===== config.mk =====
export PLATFORM = sky130hd
export DESIGN_NAME = mac16_accum
export DESIGN_NICKNAME = d
export VERILOG_FILES = /design/src/rtl/mac_pkg.sv /design/src/rtl/array_mult16.sv /design/src/rtl/mac16_accum.sv
export SDC_FILE = /design/constraint.sdc
export NUM_CORES = 1
export LEC_CHECK = 0
export CAP_MARGIN = 20
export CORE_UTILIZATION = 55
export CTS_BUF_LIST = sky130_fd_sc_hd__clkbuf_8 sky130_fd_sc_hd__clkbuf_16
export DETAILED_ROUTE_END_ITERATION = 6
export PLACE_DENSITY = 0.83
export SYNTH_ARGS = -nofsm -noshare
export SYNTH_HDL_FRONTEND = slang
export SYNTH_HIERARCHICAL = 1
export SYNTH_SLANG_ARGS = --single-unit

===== constraint.sdc =====
create_clock -name clk -period 9.3 [get_ports clk]
set_input_delay 1.86 -clock clk [delete_from_list [all_inputs] [get_ports clk]]
set_output_delay 1.86 -clock clk [all_outputs]
set_load 0.005 [all_outputs]

===== src/rtl/mac_pkg.sv =====
// Shared constants for the mac16_accum multiply-accumulate slice.
//   ACC_W_DEF : default accumulator / result width (must be >= PROD_W)
//   CNT_W_DEF : default beat-counter width
//   PROD_W    : width of the 16x16 unsigned product
package mac_pkg;

  localparam int ACC_W_DEF = 40;
  localparam int CNT_W_DEF = 8;
  localparam int PROD_W    = 32;

endpackage


===== src/rtl/array_mult16.sv =====
// Combinational 16x16 unsigned array multiplier.
// Ports:
//   a : 16-bit unsigned multiplicand
//   b : 16-bit unsigned multiplier
//   p : 32-bit unsigned product a*b
module array_mult16
  import mac_pkg::*;
(
  input  logic [15:0]       a,
  input  logic [15:0]       b,
  output logic [PROD_W-1:0] p
);

  // Sum of shifted partial products, one row per multiplier bit.
  always_comb begin
    p = {PROD_W{1'b0}};
    for (int i = 0; i < 16; i++) begin
      p = p + ({PROD_W{b[i]}} & (PROD_W'(a) << i));
    end
  end

endmodule


===== src/rtl/mac16_accum.sv =====
// Pipelined multiply-accumulate: registers operands (S1), registers the
// 32-bit product (S2), and accumulates products per in_last-delimited group
// (S3), presenting each group sum on a valid/ready output.
// Ports:
//   clk, rst_n             : clock, synchronous active-low reset
//   in_valid/in_ready      : operand beat handshake
//   in_a, in_b, in_last    : unsigned operands, group-closing flag
//   acc_clr                : synchronous flush of accumulation state
//   out_valid/out_ready    : result handshake
//   out_acc, out_count     : group sum and saturating beat count
//   out_ovf                : group sum exceeded ACC_W bits
module mac16_accum
  import mac_pkg::*;
#(
  parameter int ACC_W = ACC_W_DEF,
  parameter int CNT_W = CNT_W_DEF
) (
  input  logic             clk,
  input  logic             rst_n,
  input  logic             in_valid,
  output logic             in_ready,
  input  logic [15:0]      in_a,
  input  logic [15:0]      in_b,
  input  logic             in_last,
  input  logic             acc_clr,
  output logic             out_valid,
  input  logic             out_ready,
  output logic [ACC_W-1:0] out_acc,
  output logic [CNT_W-1:0] out_count,
  output logic             out_ovf
);

  localparam logic [CNT_W-1:0] CNT_MAX = {CNT_W{1'b1}};

  logic              stall_s;
  logic              accept_s;
  logic              load_s;
  logic [PROD_W-1:0] prod_s;
  logic [ACC_W:0]    sum_s;
  logic [CNT_W-1:0]  cnt_next_s;
  logic              ovf_next_s;

  logic [15:0]       a_r;
  logic [15:0]       b_r;
  logic              last1_r;
  logic              v1_r;
  logic [PROD_W-1:0] prod_r;
  logic              last2_r;
  logic              v2_r;
  logic [ACC_W-1:0]  acc_r;
  logic [CNT_W-1:0]  cnt_r;
  logic              ovf_r;
  logic              out_valid_r;
  logic [ACC_W-1:0]  out_acc_r;
  logic [CNT_W-1:0]  out_count_r;
  logic              out_ovf_r;

  // A held result that nobody takes freezes the whole pipe; gating with
  // rst_n keeps in_ready low while reset is asserted.
  assign stall_s  = out_valid_r & ~out_ready;
  assign in_ready = rst_n & ~stall_s & ~acc_clr;
  assign accept_s = in_valid & in_ready;
  // A closing beat in S2 publishes its group; acc_clr kills it first.
  assign load_s   = v2_r & last2_r & ~stall_s & ~acc_clr;

  array_mult16 u_mult (
    .a (a_r),
    .b (b_r),
    .p (prod_s)
  );

  // S3 arithmetic: widened add exposes the carry out of ACC_W.
  always_comb begin
    sum_s      = (ACC_W+1)'(acc_r) + (ACC_W+1)'(prod_r);
    ovf_next_s = ovf_r | sum_s[ACC_W];
    if (cnt_r == CNT_MAX) begin
      cnt_next_s = cnt_r;
    end else begin
      cnt_next_s = cnt_r + CNT_W'(1);
    end
  end

  // S1/S2 pipeline registers and the running accumulator.
  always_ff @(posedge clk) begin
    if (!rst_n) begin
      a_r     <= 16'd0;
      b_r     <= 16'd0;
      last1_r <= 1'b0;
      v1_r    <= 1'b0;
      prod_r  <= {PROD_W{1'b0}};
      last2_r <= 1'b0;
      v2_r    <= 1'b0;
      acc_r   <= {ACC_W{1'b0}};
      cnt_r   <= {CNT_W{1'b0}};
      ovf_r   <= 1'b0;
    end else if (acc_clr) begin
      v1_r  <= 1'b0;
      v2_r  <= 1'b0;
      acc_r <= {ACC_W{1'b0}};
      cnt_r <= {CNT_W{1'b0}};
      ovf_r <= 1'b0;
    end else if (!stall_s) begin
      v1_r <= accept_s;
      if (accept_s) begin
        a_r     <= in_a;
        b_r     <= in_b;
        last1_r <= in_last;
      end
      v2_r    <= v1_r;
      last2_r <= last1_r;
      prod_r  <= prod_s;
      if (v2_r) begin
        if (last2_r) begin
          acc_r <= {ACC_W{1'b0}};
          cnt_r <= {CNT_W{1'b0}};
          ovf_r <= 1'b0;
        end else begin
          acc_r <= sum_s[ACC_W-1:0];
          cnt_r <= cnt_next_s;
          ovf_r <= ovf_next_s;
        end
      end
    end
  end

  // Result register: a new load wins over the consume of the old result.
  always_ff @(posedge clk) begin
    if (!rst_n) begin
      out_valid_r <= 1'b0;
      out_acc_r   <= {ACC_W{1'b0}};
      out_count_r <= {CNT_W{1'b0}};
      out_ovf_r   <= 1'b0;
    end else if (load_s) begin
      out_valid_r <= 1'b1;
      out_acc_r   <= sum_s[ACC_W-1:0];
      out_count_r <= cnt_next_s;
      out_ovf_r   <= ovf_next_s;
    end else if (out_valid_r && out_ready) begin
      out_valid_r <= 1'b0;
    end
  end

  assign out_valid = out_valid_r;
  assign out_acc   = out_acc_r;
  assign out_count = out_count_r;
  assign out_ovf   = out_ovf_r;

endmodule


==> run metrics, run 1 <==
outcome=finished, final reports clean; number of max-cap violations=0; die area=slightly above 30000 sq um; CP Data Required Time=between 7 and 8 ns; clock latency on the worst-skew pair=0.44 ns; DR iter-0 viols=about 1100; synth warn=6; number of global-route vias before repair=14190; final setup vio count=0; clock sinks=roughly 170; initial antenna violation count=0; hold_ws=between 0.4 and 0.5 ns; die span in y=~170 microns; mapped cell area=16240 sq um; CTS Hold Bufs=0; Relative slew margins=0.2496; Post-Layout Cell Count=approximately 2300; share of layout cells above drive strength 1=0.03819; RSZ-0062 raised after global routing=no; Cell Int Power=between 1000 and 1500 uW; routability cong.=slightly above 0.9; WS Path Type=in2out; top cells by area in the synthesized netlist=fa_1 (25%), dfxtp_1 (21%), ha_1 (9.9%), nand2_1 (9.3%), a21oi_1 (5.5%); Worst-Margin Slew=1.121 ns; Post-synth EDFFs=0; largest net degree at the start of global routing=66; maximum clock rate=around 0.16 GHz; switching power=approximately 420 uW; CTS root buf=clkbuf_16; global-route wire length before repair=68.14 mm; clk slew on worst S/H paths=0.07 ns; Reg power frac=0.463; number of buffers created by CTS=17; Pins Over Slew Limit=0; GRT overflow=0; P&R area growth vs syn=10.36%; min cycle time layout=between 6 and 7 ns; Placed Cells=around 2300; Routed WL=around 40 mm; H-Tree Depth=4; Logic pwr share=0.061; Vias=around 13000; Avg Cell Area, Syn=8.379 sq um; die width=173.8 microns; slowest cell delay on critical path=0.98 ns; WL/cell=roughly 17 microns; top cell type's share of synthesized area=0.2453; CP Cell Sequence=clkdlybuf4s50_1, clkinv_2, nor2_1, clkdlybuf4s50_1; # IOs=a little under 90; GRT Total Usage=0.2770; DRC Markers=0; fin area=between 15000 and 20000 sq um; antenna viol nets, final=0; Layout Nets=around 2300; Gate Count Post-Synth=1938; clock skew=roughly 0.018 ns; Peak VDD IR=0.1313 mV; crit start category=primary input; leak pwr=just over 0.008 uW; post_cts resized=0; num rows=62; syn_nets=around 2300; total core area=28860 sq um; Cell Pwr Density=90.25 nW/um^2; n_diodes=0; CTS Buffer Depth=2; clock power share=0.477; final hold violations=0; Synth async-reset ratio=0; worst-path maximum fanout=between 40 and 50; CP dominant cell by count=clkdlybuf4s50_1; post-synth top area cell=fa_1; Fill cells=around 2500; Vias/cell=roughly 5.7; HP Class=reg2reg; Worst R2R Setup Slack=3.01 ns; TritonCTS clock tree=done; CP max stage cell=clkdlybuf4s50_1; dpl hpwl=around 29 mm; Yosys reg bits=167; starting density of the core=0.5627; CP Data Arrival Time=4.45 ns; # port buffers=a little under 90; fin crit share=0.6787; drt pass-1 iters=7; register area share after synthesis=0.2059; Sw Share=0.2587; dpl cell area=17280 sq um; Yosys cell types=78; critical path endpoint category=primary output; Synth Flop Type=dfxtp_1; total negative slack=0 ns; Post-CTS Setup Bufs=0
==> cells by family after synthesis <==
| logic type | share of synthesized area |
|---|---|
| flops | 0.2059 |
| simple gates | 0.2056 |
| compound gates | 0.1371 |
| fa+ha+maj | 0.3439 |
| mux | 0.003698 |
| buf+inv | 0.07081 |
| xor+xnor | 0.03290 |
==> state kept, by name, summed over array words and instances, names as in the netlist <==
| signal | cells |
|---|---|
| cnt_r | 8 |
| out_valid | 1 |
| prod_r | 32 |
| ovf_r | 1 |
| acc_r | 40 |
| a_r | 16 |
| last2_r | 1 |
| v2_r | 1 |
| v1_r | 1 |
| out_count | 8 |
| b_r | 16 |
| out_ovf | 1 |
| out_acc | 40 |
| last1_r | 1 |
==> metal layers <==
metal | share of wire | GRT usage | wire [microns] | vias up
met5 | 0 | 0 | 0 | -
met4 | 0.030 | 0.1045 | 1189 | 0
met3 | 0.044 | 0.03333 | 1752 | 103
met2 | 0.50 | 0.4832 | 19900 | 434
met1 | 0.43 | 0.3511 | 17170 | 6557
li1 | - | - | - | 6308
==> power by group through the flow <==
stage	combinational (uW)	sequential [uW]	clock, uW
after floorplan	72.0	744	0
after global placement	94.4	764	0
after global routing	110	750	806
after detailed placement	96.6	764	0
final	98.1	749	771
after CTS	97.3	748	777
==> layout by cell type (no fill, tap or decap), types with 4 or more instances in the layout <==
| cell | n |
|---|---|
| xnor2_1 | 33 |
| clkbuf_16 | 17 |
| mux2i_1 | 6 |
| o22ai_1 | 5 |
| nor2b_1 | 5 |
| a21oi_1 | 179 |
| o21ai_0 | 27 |
| nand4_1 | 10 |
| o31ai_1 | 4 |
| a21o_1 | 22 |
| nand3_1 | 23 |
| dfxtp_1 | 167 |
| nor2_1 | 92 |
| o21bai_1 | 8 |
| or3_1 | 7 |
| and2_1 | 114 |
| nand3b_1 | 7 |
| and3_1 | 10 |
| fa_1 | 199 |
| o21ai_1 | 13 |
| nand2_1 | 402 |
| nand2b_1 | 6 |
| a211oi_1 | 8 |
| xor2_1 | 28 |
| a31oi_1 | 9 |
| ha_1 | 128 |
| inv_1 | 198 |
| a22oi_1 | 14 |
| clkdlybuf4s50_1 | 88 |
| a22o_1 | 14 |
| or4_1 | 5 |
| buf_4 | 10 |
| nor3_1 | 22 |
==> final cells by class <==
class | count | area, sq um | area share
Clock buffer | 18 | 439.2 | 0.02450
Clock inverter | 14 | 188.9 | 0.01054
Inverter | 198 | 744.5 | 0.04154
Multi-Input combinational cell | 1468 | 11760 | 0.6560
Sequential cell | 167 | 3343 | 0.1865
Tap cell | 384 | 480.5 | 0.02681
Timing Repair Buffer | 99 | 969.7 | 0.05410
==> worst max-delay path, delay by kind of cell <==
kind          cells  cell delay, ns
buf+inv           3            2.24
simple gates      1            0.33
==> final timing paths <==
path,startpoint,endpoint,cells after the start
max,rst_n,in_ready,4
min,out_acc[5],out_acc[5],2
min reg2reg,out_acc[5],out_acc[5],2
max reg2reg,a_r[4],prod_r[31],20
==> Yosys cell counts, drive strengths merged (8+ instances only) <==
library cell	instances
nand4	11
nand3	26
a21o	23
ha	128
inv	198
fa	199
and3	11
and2	114
dfxtp	167
a22o	14
a31oi	10
xnor2	33
a21oi	183
o21bai	10
nor3	22
a22oi	14
nor2	94
clkbuf	98
a211oi	8
nand2	402
o21ai	41
xor2	28
==> metrics by stage <==
stage	total power [uW]	utilization	setup WS (ns)
floorplan	815.7	-	3.600
global placement	857.9	0.5988	3.089
detailed placement	861.1	0.5988	3.025
CTS	1622	0.6206	3.006
global route	1666	0.6211	2.629
finish	1618	0.6211	2.988
Note: power is estimated with default switching activity, not from simulation.
==> inputs of run 2 (changes only) <==
--- a/config.mk
+++ b/config.mk
@@ -9,7 +9,7 @@
 export CORE_UTILIZATION = 55
 export CTS_BUF_LIST = sky130_fd_sc_hd__clkbuf_8 sky130_fd_sc_hd__clkbuf_16
 export DETAILED_ROUTE_END_ITERATION = 6
-export PLACE_DENSITY = 0.83
+export PLACE_DENSITY = 0.86
 export SYNTH_ARGS = -nofsm -noshare
 export SYNTH_HDL_FRONTEND = slang
 export SYNTH_HIERARCHICAL = 1
==> constraint.sdc (replaced) <==
create_clock -name clk -period 5.5 [get_ports clk]
set_input_delay 1.1 -clock clk [delete_from_list [all_inputs] [get_ports clk]]
set_output_delay 1.1 -clock clk [all_outputs]
set_load 0.005 [all_outputs]
==> run 2 against run 1 <==
Net effect: the flow now finishes with violations (setup timing); clock power rose by 61%; non-clock buffer count rose by 174; routed wire length is 15% higher; register-to-register slack got worse by 3.1 ns; cell area up 12%; first-iteration DRC count grew 15%; worst hold slack better by 0.0020 ns.
==> run metrics, run 2 (synthesis results as in run 1) <==
outcome=complete, but fails checks; failing checks=setup timing; GRT overflow=0; die span in y=around 170 microns; Worst R2R Setup Slack=-0.13 ns; Multi-input gate area=12310 sq um; Post-Layout Cell Count=approximately 2500; Cell Pwr Density=about 140 nW/um^2; die width=between 150 and 200 microns; WS Path Type=reg2reg; Vias=approximately 15000; fin crit share=1.024; global-route wire length before repair=75.10 mm; hold_ws=0.4568 ns; P&R area growth vs syn=23.52%; # port buffers=a little under 90; clock skew=roughly 0.017 ns; Relative slew margins=0.4087; Pins Over Slew Limit=0; Placed Cells=~2500; final setup vio count=12; Vias/cell=about 5.8; WL/cell=18.22 microns; final hold violations=0; drt pass-1 iters=5; TritonCTS clock tree=done; RSZ-0062 raised after global routing=yes; CP Data Required Time=just under 6 ns; clk slew on worst S/H paths=about 0.070 ns; number of global-route vias before repair=about 15000; clock latency on the worst-skew pair=about 0.45 ns; HP Class=reg2reg; CTS root buf=clkbuf_16; DR iter-0 viols=between 1000 and 1500; largest net degree at the start of global routing=76; crit start category=flip-flop; post-place setup slack=-0.3741 ns; leak pwr=around 0.0091 uW; clock sinks=roughly 170; worst-path maximum fanout=7; Worst-Margin Slew=roughly 0.89 ns; num rows=between 60 and 70; Layout Nets=2490; H-Tree Depth=4; total negative slack=-0.9588 ns; CTS Buffer Depth=2; min cycle time layout=5.633 ns; maximum clock rate=0.1775 GHz; # IOs=slightly below 90; die area=approximately 30000 sq um; total core area=just under 30000 sq um; Peak VDD IR=0.2254 mV; number of max-cap violations=0; number of buffers created by CTS=17; most common cell after layout, fill and taps aside=nand2_1; initial antenna violation count=0; share of layout cells above drive strength 1=0.1684; Fill cells=between 2000 and 2500; critical path endpoint category=flip-flop; final worst slack=-0.1333 ns; CP Data Arrival Time=around 5.9 ns; antenna viol nets, final=0; starting density of the core=0.5627; Register Area=about 3400 sq um; dpl hpwl=between 30 and 40 mm; commonest non-fill, non-tap cells in the layout=nand2_1 (399), inv_1 (188), fa_1 (182); CTS Hold Bufs=0; GRT Total Usage=0.3099; n_diodes=0; routability cong.=0.9391; DRC Markers=0; Routed WL=between 40 and 50 mm
[run 2: cell count changes in the layout (fill, tap and decap cells not counted), sizes merged]
cell	delta
inv	+1
buf	+175
bufinv	-2
[run 2: area by class of cell]
class	instances	area share
tap	384	0.02395
inverter	198	0.03711
multi-input combinational	1468	0.6136
clock inverter	13	0.006674
timing repair buffer	273	0.1251
clock buffer	19	0.02258
sequential	167	0.1710
[run 2: power breakdown]
group	switching, uW	internal, uW
Sequential	20.6	1210
Combinational	152	122
Clock	580	664
Total	752	2000
[run 2: critical path: stages (launching register included)]
cell	delay, ns
dfxtp_4	0.38
buf_12	0.14
buf_4	0.15
and2_1	0.16
fa_1	0.59
fa_2	0.48
fa_1	0.59
inv_1	0.08
fa_1	0.44
inv_1	0.10
fa_2	0.47
ha_4	0.30
ha_4	0.21
and3_1	0.22
a221oi_4	0.35
o21bai_4	0.13
a21boi_4	0.28
o211ai_1	0.13
nor3b_2	0.17
nand2_1	0.06
a21oi_1	0.06
[run 2: worst paths after layout]
| kind | cells after the start | startpoint | to |
|---|---|---|---|
| worst max-delay path | 20 | b_r[3] | prod_r[31] |
| worst min-delay path | 2 | out_acc[3] | out_acc[3] |
| worst max register to register | 20 | b_r[3] | prod_r[31] |
| worst min register to register | 2 | out_acc[3] | out_acc[3] |
[run 2: per-stage QoR]
step / area [sq um] / util / power (uW)
after floorplan: 16380 / - / 1385
after global placement: 18490 / 0.6409 / 1497
after detailed placement: 18490 / 0.6409 / 1503
after CTS: 19710 / 0.6830 / 2735
after global routing: 20060 / 0.6951 / 2826
final: 20060 / 0.6951 / 2751
[run 2: timing repair]
action | CTS | global route
setup endpoints to repair | 17 | 17
gates resized for setup | 97 | 62
buffers inserted | 29 | 11
pin swaps | 69 | 45
[run 2: routing by layer]
metal	vias to the layer above	wire length [microns]	global-route usage
met5	-	0	0
met4	0	2229	0.1575
met3	186	2702	0.04035
met1	7133	18420	0.3857
li1	6669	-	-
met2	661	22600	0.5275
==> inputs of run 3 (changes only) <==
--- a/config.mk
+++ b/config.mk
@@ -10,6 +10,7 @@
 export CTS_BUF_LIST = sky130_fd_sc_hd__clkbuf_8 sky130_fd_sc_hd__clkbuf_16
 export DETAILED_ROUTE_END_ITERATION = 6
 export PLACE_DENSITY = 0.86
+export SLEW_MARGIN = 25
 export SYNTH_ARGS = -nofsm -noshare
 export SYNTH_HDL_FRONTEND = slang
 export SYNTH_HIERARCHICAL = 1
==> run 3 against run 2 <==
Net effect: the flow finishes with violations (DRC, setup timing); cell count is essentially flat; first-iteration DRC count is 10% higher; count of clock-buffer cells in the layout decreased by 2; clock power increased by 3%; worst setup slack better by 0.071 ns; sequential share of layout area down 0.13 points; combinational power up 2%; non-clock buffer count decreased by 1.
==> run metrics, run 3 (synthesis results as in run 1) <==
CTS root buf=clkbuf_16; CP max stage cell=fa_1; final setup vio count=9; Relative slew margins=0.3411; Cell Pwr Density=137.8 nW/um^2; outcome=complete, but fails checks; failing checks=DRC, setup timing; routability cong.=between 0.9 and 1; Pins Over Slew Limit=0; CP Data Required Time=between 5 and 6 ns; CP Cell Sequence=buf_4, and2_1, fa_1, inv_1, fa_1, inv_1, fa_1, fa_1, fa_1, ha_1, ha_4, and4_4, a21oi_4, a21o_1, a2111oi_4, buf_4, nor2_1, xnor2_1, nand2_1, a21oi_1; min cycle time layout=between 5 and 6 ns; CP Data Arrival Time=between 5 and 6 ns; Register Area=approximately 3400 sq um; number of buffers created by CTS=17; clock sinks=167; commonest non-fill, non-tap cells in the layout=nand2_1 (393), fa_1 (181), inv_1 (180); CTS Hold Bufs=0; die span in y=about 170 microns; final worst slack=-0.06235 ns; CP Buf/Inv Count=4; WS Path Type=reg2reg; leak pwr=0.009078 uW; critical path endpoint category=flip-flop; Crit path max-delay family=adder cells; CP dominant cell by count=fa_1; Vias=roughly 15000; drt pass-1 iters=7; number of max-cap violations=0; clock skew=around 0.016 ns; antenna viol nets, final=0; # port buffers=a little under 90; # IOs=89; die area=30220 sq um; P&R area growth vs syn=24.66%; slowest cell delay on critical path=~0.57 ns; Vias/cell=5.919; final core occ=0.7015; starting density of the core=0.5627; H-Tree Depth=4; dpl hpwl=32.51 mm; Peak VDD IR=about 0.2 mV; most common cell after layout, fill and taps aside=nand2_1; Routed WL=between 40 and 50 mm; clk slew on worst S/H paths=0.07 ns; HP Class=reg2reg; clock latency on the worst-skew pair=roughly 0.45 ns; Multi-input gate area=12440 sq um; GRT Total Usage=0.3098; DRC Markers=1; final hold violations=0; WL/cell=between 15 and 20 microns; n_diodes=0; share of layout cells above drive strength 1=0.1834; worst-path maximum fanout=6; Worst-Margin Slew=around 0.99 ns; RSZ-0062 raised after global routing=yes; fin crit share=1.011; global-route wire length before repair=around 75 mm; DR iter-0 viols=approximately 1400; Layout Nets=roughly 2500; maximum clock rate=0.1798 GHz; die width=around 170 microns; Fill cells=roughly 2100; TritonCTS clock tree=done; GRT overflow=0; number of global-route vias before repair=15085; crit start category=flip-flop; hold_ws=roughly 0.46 ns; largest net degree at the start of global routing=76; total power draw=2789 uW; CTS Buffer Depth=2; initial antenna violation count=0; total core area=roughly 29000 sq um; num rows=62
[run 3: cell types whose count changed in the layout (fill, tap and decap cells not counted), moves of 4 or more]
cell,previous run,this run
buf_4,158,147
and2_1,112,108
ha_1,108,103
inv_1,188,180
buf_6,10,19
nand2_2,2,8
inv_2,9,17
nand2_1,399,393
and2_4,2,6
ha_4,19,24
[run 3: cell type report]
cell class	instances	share of cell area
timing repair buffer	272	0.1252
multi-input combinational	1468	0.6144
tap	384	0.02373
sequential	167	0.1697
clock buffer	17	0.02101
clock inverter	15	0.009271
inverter	198	0.03677
[run 3: timing repair]
action | CTS | global route
endpoints found under the setup margin | 17 | 18
resized for setup | 104 | 100
buffers inserted | 28 | 13
hold endpoints to repair | 0 | 0
pin swaps | 71 | 82
[run 3: stage by stage]
| stage | cell area, sq um | setup TNS [ns] | worst slack (ns) | cells |
|---|---|---|---|---|
| 3_5_place_dp | 18500 | -4.593 | -0.3757 | 2450 |
| 4_1_cts | 19720 | 0 | 0.0001830 | 2510 |
| 2_1_floorplan | 16380 | -0.008638 | -0.004980 | 1938 |
| 3_3_place_gp | 18490 | -3.643 | -0.3334 | 2450 |
| 6_report | 20240 | -0.2524 | -0.06235 | 2521 |
| 5_1_grt | 20240 | -2.741 | -0.2494 | 2521 |
[run 3: path summary, 6_finish.rpt]
path | start | endpoint | slack [ns] | cells past startpoint
setup / recovery | b_r[11] | prod_r[30] | -0.06 | 20
setup reg to reg | b_r[11] | prod_r[30] | -0.06 | 20
hold / removal | out_acc[3] | out_acc[3] | 0.46 | 2
hold reg to reg | out_acc[3] | out_acc[3] | 0.46 | 2
[run 3: report_power, final]
part / switching [uW] / internal [uW] / total, uW
Clock: 588 / 690 / 1280
Combinational: 155 / 124 / 278
Sequential: 20.3 / 1210 / 1230
Total: 763 / 2030 / 2790
[run 3: metal layers]
metal	track usage	wire length [microns]	up-vias
li1	-	-	6660
met1	0.3779	18160	7305
met2	0.5340	23610	742
met3	0.04868	3186	214
met4	0.1488	2455	0
met5	0	0	-
[run 3: worst register-to-register path, stage by stage, from the launching register on]
cell,delay [ns]
dfxtp_4,0.38
buf_4,0.17
and2_1,0.16
fa_1,0.55
inv_1,0.06
fa_1,0.53
inv_1,0.05
fa_1,0.48
fa_1,0.57
fa_1,0.43
ha_1,0.36
ha_4,0.31
and4_4,0.23
a21oi_4,0.08
a21o_1,0.24
a2111oi_4,0.29
buf_4,0.17
nor2_1,0.05
xnor2_1,0.18
nand2_1,0.07
a21oi_1,0.14
==> edit (config.mk and constraints of run 1) <==
Set the package constant `CNT_W_DEF` to 10 (it was 8).
--- a/src/rtl/mac_pkg.sv
+++ b/src/rtl/mac_pkg.sv
@@ -7,3 +7,3 @@
   localparam int ACC_W_DEF = 40;
-  localparam int CNT_W_DEF = 8;
+  localparam int CNT_W_DEF = 10;
   localparam int PROD_W    = 32;
Interface: changed (resized out_count); port bits go from 89 to 91. The function was not compared with the original's and may differ.
==> edit against run 1 <==
Global-route usage is 0.18 points lower; design area is 1.0% higher; via count is 0.37% higher; sequential cell count is 4 higher; combinational power is 2% higher; synthesized area is 0.77% higher; wire length hardly changed; sequential share of layout area is 0.25 points higher; total power is 0.33% higher; worst setup slack worse by 0.23 ns; critical path type is now flip-flop to flip-flop; largest power group is now registers.
==> edit: results (changes against run 1) <==
* Crit path arrival time at 6.91 ns (was 4.45 ns)
* Met1 Track Usage GR at 0.3439 (was 0.3511)
* Post CTS Setup Buffer Count at 0 (unchanged)
* Inverters at 204 (was 198)
* Worst IR Drop VDD at 0.0001052 V (was 0.0001313 V)
* M2 GR Usage at 0.4743 (was 0.4832)
* Clkbuf count at 17 (was 18)
* Number of sequential cells at 171 (was 167)
* Reg2reg setup slack at 2.75 ns (was 3.01 ns)
* CTS resizes at 0 (unchanged)
* Iter 0 DRT Violations at 1,079 (was 1,089)
* Met3 Usage GRT at 0.03412 (was 0.03333)
* Drt wl/cell at 17.00 um (was 17.04 um)
* Worst-path fanout max at 17 (was 43)
* Non-clock buffer share at 0.05480 (was 0.05410)
* Worst reg2reg path startpoint: a_r[3] (was a_r[4])
* WHS Endpoint: out_acc[26] (was out_acc[5])
* Reg-to-reg critical path endpoint: prod_r[29] (was prod_r[31])
* Nets at 2,322 (was 2,316)
* Distinct cell type count after synthesis at 64 (was 78)
* Hold Crit Start: out_acc[26] (was out_acc[5])
* Overall global routing resource usage at 0.2753 (was 0.2770)
* Most frequent cells after synthesis: nand2_1 (393), inv_1 (204), fa_1 (199), dfxtp_1 (171), ha_1 (128) (was nand2_1 (402), fa_1 (199), inv_1 (197), a21oi_1 (179), dfxtp_1 (167))
* Status: finished, final reports clean (unchanged)
* Routed wl met2 at 19,540 um (was 19,900 um)
* Pin count of the biggest net entering global routing at 84 (was 66)
* Pleak at 8.271 nW (was 8.133 nW)
* Final clock-cell share at 0.03545 (was 0.03505)
* Routed length on met3 at 2144 um (was 1752 um)
* Port Buffers at 90 (was 88)
* Hold slack at 0.4581 ns (was 0.4548 ns)
* Multi-input logic portion of the cell area at 0.6519 (was 0.6560)
* Post-synthesis sequential area ratio at 0.2092 (was 0.2059)
* Multi-input logic cell count at 1,462 (was 1,468)
* DP HPWL at 29,780 um (was 29,120 um)
* Top post-synthesis cells by area: fa_1 (24%), dfxtp_1 (21%), ha_1 (9.8%), nand2_1 (9.0%), inv_1 (4.7%) (was fa_1 (25%), dfxtp_1 (21%), ha_1 (9.9%), nand2_1 (9.3%), a21oi_1 (5.5%))
* Share of cells above drive strength 1 at 0.03503 (was 0.03819)
* Vias per std cell at 5.715 (was 5.708)
* DRT Pass-1 Iters at 6 (was 7)
* Vias in the first global route at 13,970 (was 14,190)
* Least-Margin Pin Slew at 0.8656 ns (was 1.121 ns)
* HP Class: flip-flop to flip-flop (unchanged)
* Global-route wire length before repair at 67,300 um (was 68,140 um)
* Sequential cell area share at 0.1891 (was 0.1865)
* Layout Skew at 0.02139 ns (was 0.01794 ns)
* GP Congestion at 0.9323 (was 0.9220)
-- edit: cell families (layout without fill, tap and decap cells) --
group	Yosys count	count (layout)	synth area share
adders and majority gates	327	327	0.3413
and+or+nand+nor	719	719	0.1988
DFF	171	171	0.2092
muxes	8	8	0.005199
AOI/OAI and AO/OA	346	346	0.1421
xor gates and xnor gates	62	62	0.03318
buffers and inverters	305	337	0.07019
-- edit: critical path, stage by stage (launching register included) --
cell and delay (ns):
dfxtp_1 0.82, nand2_1 0.20, fa_1 0.59, inv_1 0.07, fa_1 0.50, fa_1 0.55, fa_1 0.46, fa_1 0.55
inv_1 0.06, fa_1 0.53, inv_1 0.04, ha_1 0.36, a21oi_2 0.26, nand2_1 0.08, or4_1 0.47, a21oi_2 0.26
o31a_1 0.22, o221ai_2 0.10, xnor2_1 0.15, nand2_1 0.06, a21boi_0 0.15
-- edit: worst max path at each step --
stage,from,slack [ns],to
floorplan,b_r[1],3.36,prod_r[24]
finish,a_r[3],2.75,prod_r[29]
detailed placement,a_r[3],2.81,prod_r[29]
global route,a_r[3],2.42,prod_r[24]
global placement,a_r[3],3.03,prod_r[29]
CTS,a_r[3],2.80,prod_r[29]
-- edit: through the flow --
| step | utilization | cell area (um2) | cells | setup slack, ns |
|---|---|---|---|---|
| 2_1_floorplan | - | 16360 | 1938 | 3.362 |
| 3_3_place_gp | 0.6008 | 17430 | 2319 | 3.026 |
| 3_5_place_dp | 0.6008 | 17430 | 2319 | 2.815 |
| 4_1_cts | 0.6229 | 18070 | 2351 | 2.800 |
| 5_1_grt | 0.6241 | 18110 | 2354 | 2.422 |
| 6_report | 0.6241 | 18110 | 2354 | 2.754 |
-- edit: where the power goes --
part	switching [mW]	leakage [nW]	internal, mW
Combinational	0.0557	6.59	0.0441
Clock	0.385	0.305	0.373
Sequential	0.0266	1.38	0.738
